`src/rtl/data_ram_arbiter.sv`:
```
// Two-master arbiter for the single data_ram port (M0 = CPU data port, M1 = debug/loader).
// Latency: owner served combinationally in the same cycle; a non-owner waits at least one edge.
// Backpressure: the non-owner sees stall while requesting; contended owner yields after MAX_HOLD cycles.
module data_ram_arbiter #(
  parameter int ADDR_W   = 32,
  parameter int DATA_W   = 32,
  parameter int MAX_HOLD = 4
) (
  input  logic              clk,
  input  logic              rst,
  input  logic              m0_ce_i,
  input  logic              m0_we_i,
  input  logic [ADDR_W-1:0] m0_addr_i,
  input  logic [3:0]        m0_sel_i,
  input  logic [DATA_W-1:0] m0_data_i,
  output logic [DATA_W-1:0] m0_data_o,
  output logic              m0_stall_o,
  input  logic              m1_ce_i,
  input  logic              m1_we_i,
  input  logic [ADDR_W-1:0] m1_addr_i,
  input  logic [3:0]        m1_sel_i,
  input  logic [DATA_W-1:0] m1_data_i,
  output logic [DATA_W-1:0] m1_data_o,
  output logic              m1_stall_o,
  output logic              ram_ce_o,
  output logic              ram_we_o,
  output logic [ADDR_W-1:0] ram_addr_o,
  output logic [3:0]        ram_sel_o,
  output logic [DATA_W-1:0] ram_data_o,
  input  logic [DATA_W-1:0] ram_data_i,
  output logic              owner_o
);

  localparam int CW = $clog2(MAX_HOLD + 1);
  localparam logic [CW-1:0] HOLD_LAST = CW'(MAX_HOLD - 1);

  typedef enum logic {OWN0 = 1'b0, OWN1 = 1'b1} owner_t;

  owner_t          owner;
  logic [CW-1:0]   hold_cnt;
  logic            own_ce;
  logic            oth_ce;

  // Request of the current owner and of the other master.
  always_comb begin
    own_ce = (owner == OWN1) ? m1_ce_i : m0_ce_i;
    oth_ce = (owner == OWN1) ? m0_ce_i : m1_ce_i;
  end

  // Ownership: park on last owner when uncontended, hand over on idle owner
  // or once the owner has used its MAX_HOLD contended cycles.
  always_ff @(posedge clk) begin
    if (rst) begin
      owner    <= OWN0;
      hold_cnt <= '0;
    end else if (!oth_ce) begin
      hold_cnt <= '0;
    end else if (!own_ce || hold_cnt == HOLD_LAST) begin
      owner    <= (owner == OWN1) ? OWN0 : OWN1;
      hold_cnt <= '0;
    end else begin
      hold_cnt <= hold_cnt + 1'b1;
    end
  end

  // RAM mux and per-master return path; everything forced low during reset
  // and the RAM bus is zeroed whenever the owner is idle.
  always_comb begin
    ram_ce_o   = 1'b0;
    ram_we_o   = 1'b0;
    ram_addr_o = '0;
    ram_sel_o  = '0;
    ram_data_o = '0;
    m0_data_o  = '0;
    m1_data_o  = '0;
    m0_stall_o = 1'b0;
    m1_stall_o = 1'b0;
    owner_o    = 1'b0;
    if (!rst) begin
      owner_o    = (owner == OWN1);
      m0_stall_o = m0_ce_i && (owner != OWN0);
      m1_stall_o = m1_ce_i && (owner != OWN1);
      if (owner == OWN0 && m0_ce_i) begin
        ram_ce_o   = 1'b1;
        ram_we_o   = m0_we_i;
        ram_addr_o = m0_addr_i;
        ram_sel_o  = m0_sel_i;
        ram_data_o = m0_data_i;
        m0_data_o  = ram_data_i;
      end else if (owner == OWN1 && m1_ce_i) begin
        ram_ce_o   = 1'b1;
        ram_we_o   = m1_we_i;
        ram_addr_o = m1_addr_i;
        ram_sel_o  = m1_sel_i;
        ram_data_o = m1_data_i;
        m1_data_o  = ram_data_i;
      end
    end
  end

endmodule

```
`config.mk`:
```
export PLATFORM = sky130hd
export DESIGN_NAME = data_ram_arbiter
export DESIGN_NICKNAME = d
export VERILOG_FILES = /design/src/rtl/data_ram_arbiter.sv
export SDC_FILE = /design/constraint.sdc
export NUM_CORES = 1
export LEC_CHECK = 0
export ABC_AREA = 1
export ABC_CLOCK_PERIOD_IN_PS = 2970
export CORE_AREA = 2 2 122 124
export CTS_BUF_LIST = sky130_fd_sc_hd__clkbuf_8
export CTS_CLUSTER_SIZE = 8
export DETAILED_ROUTE_END_ITERATION = 16
export DIE_AREA = 0 0 124 126
export PLACE_DENSITY = 0.64
export REMOVE_ABC_BUFFERS = 1
export SYNTH_ARGS = -nofsm -noshare
export SYNTH_HDL_FRONTEND = slang
export SYNTH_SLANG_ARGS = --single-unit
```
`constraint.sdc`:
```
create_clock -name clk -period 2.97 [get_ports clk]
set_clock_uncertainty 0.05 [all_clocks]
set_input_delay 0.297 -clock clk [delete_from_list [all_inputs] [get_ports clk]]
set_output_delay 0.297 -clock clk [all_outputs]
set_load 0.02 [all_outputs]
```
* Yosys cells after proc, flatten, opt, wreduce, memory -nomap -nowiden
Cells that the tools add are included.
Cells by class: $add $sub $neg 1, equality and inequality tests 1, mux-type cells 26, bitwise operators 2, reductions and logical operators 8
Operator list (number):
- $mux W32 | 11
- $mux W1 | 12
- $mux W4 | 3
- $logic_and A1 B1 Y1 | 4
- $add A3 B1 Y3 const B | 1
- $eq A3 B2 Y1 const B | 1
- $reduce_or A3 Y1 | 1
- $not A1 Y1 | 2
- $reduce_and A2 Y1 | 1
- $logic_not A1 Y1 | 1
- $logic_or A1 B1 Y1 | 1
Storage, ports and cells: flip-flop bits (word level) 4, input port bits 174, output and inout bits 137, word-level logic and storage cells 40

* Logic depth before layout (Yosys ltp)
depth in word-level cells 4, mapped depth 8, mapped depth without buffers 7

* Least setup slack after synthesis
Ideal clock, no wire load.
path kind input to output, start point in m1_ce_i, end point out m1_data_o[10], arrival time 1.221 ns, slack 1.402 ns, stages on the path 4, path buffers 2, cell sequence buf_4 nand2_1 clkbuf_1 nor3_1
On the way: word-level cells in the longest chain between the ends 4
RTL lines:
- from (decl) | line 18 | input logic m1_ce_i,
- $logic_and A1 B1 Y1 | line 90 | end else if (owner == OWN1 && m1_ce_i) begin
- $mux W32 | line 90
- $mux W32 | line 83 | if (owner == OWN0 && m0_ce_i) begin
- $mux W32 | line 79 | if (!rst) begin
- to (decl) | line 23 | output logic [DATA_W-1:0] m1_data_o,
Every way passes these cells.

* Worst setup path after layout
start point reg owner, end point out m1_data_o[0]
On the way: word-level cells in the longest chain between the ends 4, elaborated cells between the ends (all ways) 6
RTL lines:
- from (decl) | line 39 | owner_t owner;
- from (signal assigned) | line 59 | owner <= (owner == OWN1) ? OWN0 : OWN1;
- $logic_and A1 B1 Y1 or $not A1 Y1 (tied branches) | line 90, 83
- $mux W32 or $logic_and A1 B1 Y1 (tied branches) | line 90, 83
- $mux W32 * | line 83
- $mux W32 * | line 79
Every way passes the cells marked *; elsewhere a longest branch is shown, timed or not.

==> qor.yml <==
grt_max_degree: 64
cts_resized: 0
viasPerCell: 4.53
grt-busiest-layer: "met2"
synth_top_family_by_area: "simple AND/OR/NAND/NOR gates"
syn_inst: 384
grt_util_met2_pct: 27.6
finalNetCount: 834
portBuffers: 310
track_usage_pct: 15.2
yosys_register_bits: 4
met3_usage_pct: 3.67
cts_sinks: 4
crit_fanout: 34
ys_seq_area_share_pct: 4.15
clock.fmax_mhz: 411
use_met1_pct: 18.4
post_cts_buffers: 0
utilization_pct: 36.2
vias: 3809
syn2layout_area_growth_pct: 169
hpwl_mm: 10.2
drv_cap: 0
drt_iter0_drc: 157
cts_tree: "done"
core_area_um2: 14300
critPathArrivalTime_ps: 2080
synth-adder-area-share_pct: 1.30
post_synth.cell_area_avg_um2: 5.02
hp-class: "register to register"
critPathKind: "register to output port"
synth.area.top_cells: "nand3_1, a21oi_1, nor3_1"
worst_ep_required_time_ps: 2620
firstDrtPassIters: 5
synth_compound_area_share_pct: 18.8
yosys.area.top_type: "nand3_1"
cts_buffer_depth: 2
cts_inserted_buffers: 3
post-route-min-period_ps: 2430
rsz0062_at_grt: "no"
whs_ps: 377
n_antenna_cell: 0
setup_violations: 0
crit_path_end_kind: "output port"
drc_errors: 0
synth_top_area_share_pct: 36.1
htree_levels: 1
tightest_slew_ps: 652
initial_core_util_pct: 13.5
final_antenna_net_count: 0
dieHeight_um: 126
ir_drop_v: 0.0000887
slew_headroom_pct: 56.5
root_buffer: "clkbuf_8"
clk_pin_slew_ps: 30
cts_hold_buffers: 0
syn_area_um2: 1930
synth-simple-area-share_pct: 56.1
muxShareOfSynthArea_pct: 0
die-area_um2: 15600
grt_pass1_wl_mm: 19.1
pin_count: 311
wl_mm: 13.3
rows: 44
crit_path_start_kind: "register"
fin_total_pwr_w: 0.000955
yosys_warnings: 0
wl_per_cell_um: 15.9
drive_above_1_share_pct: 3.81
insertion_delay_ps: 220
synth_cell_types: 18
synthXorXnorAreaFrac_pct: 0
routabilityCongestion: 0.774
period_share_pct: 81.8
slew_viol_final: 0
p_per_area_nw_per_um2: 184
hold_viol: 0
first_global_vias: 3652
die_w_um: 124
gr-total-overflow: 0
p_leak_nw: 1.84
status: "finished clean"
antenna_found_initial: 0
==> worst max-delay path, cell delays in order, from the launching register on <==
cell and delay [ps]:
dfxtp_2 460, buf_4 230, nand2_1 60, buf_4 240, nor3_1 210, clkdlybuf4s50_1 650
==> per-stage QoR <==
stage,setup TNS (ps),instance area (um^2),setup slack (ps),cells
floorplan,-24110,1690,-386,331
global placement,0,5150,616,837
detailed placement,0,5150,643,837
CTS,0,5190,518,840
global route,0,5190,406,840
finish,0,5190,540,840
==> layout by cell type (no fill, tap or decap) <==
cell and n:
clkdlybuf4s50_1 305, nand3_1 139, a21oi_1 71, nor3_1 64, inv_1 36, buf_4 11
nand2_1 6, nor2_1 4, buf_12 4, clkbuf_8 3, dfxtp_1 3, ha_1 2
buf_2 2, inv_2 1, nand2_2 1, nor2_2 1, nor3_4 1, o21bai_1 1
dfxtp_2 1
==> flip-flops by register name, summed over array words and instances, names as in the netlist <==
register,flops
owner,1
hold_cnt,3
==> power breakdown <==
| group | switching (W) | total [W] | leakage (nW) | internal, W |
|---|---|---|---|---|
| logic | 0.000369 | 0.000778 | 1.78 | 0.000408 |
| registers | 0.00000491 | 0.0000617 | 0.0329 | 0.0000568 |
| clock network | 0.0000290 | 0.000115 | 0.0216 | 0.0000865 |
==> path summary, 6_finish.rpt <==
path	start	end	slack, ps	depth (start not counted)
setup / recovery	owner	m1_data_o[0]	540	5
hold / removal	hold_cnt[0]	hold_cnt[0]	380	1
setup reg to reg	owner	hold_cnt[0]	1250	6
hold reg to reg	hold_cnt[0]	hold_cnt[0]	380	1
==> per-layer routing <==
metal	up-vias	routed length, um	share of wire, %
met4	0	22	0.17
met5	-	0	0
met3	2	1460	11
met2	202	6300	47
li1	1889	-	-
met1	1716	5550	42
==> cell usage after synthesis <==
cell type    n
nand3_1    139
a21oi_1     71
nor3_1      64
inv_1       36
clkbuf_1    27
buf_2       17
buf_1        6
nand2_1      6
dfxtp_1      4
nor2_1       4
buf_6        2
ha_1         2
buf_4        1
inv_2        1
nand2_2      1
nor2_2       1
nor3_4       1
o21bai_1     1
==> kinds of logic after synthesis <==
kind of cell             Yosys count
AND/OR/NAND/NOR                  216
buffers and inverters             90
AO/OA/AOI/OAI                     72
flip-flops                         4
adder cells (fa/ha/maj)            2
==> layout make-up <==
type / count / area, um^2
fill: 1527 / 9130
timing repair buffer: 322 / 3230
inverter: 37 / 139
sequential: 4 / 81.3
clock buffer: 3 / 41.3
multi-input combinational: 290 / 1470
tap: 184 / 230
Note: power is estimated with default switching activity, not from simulation.
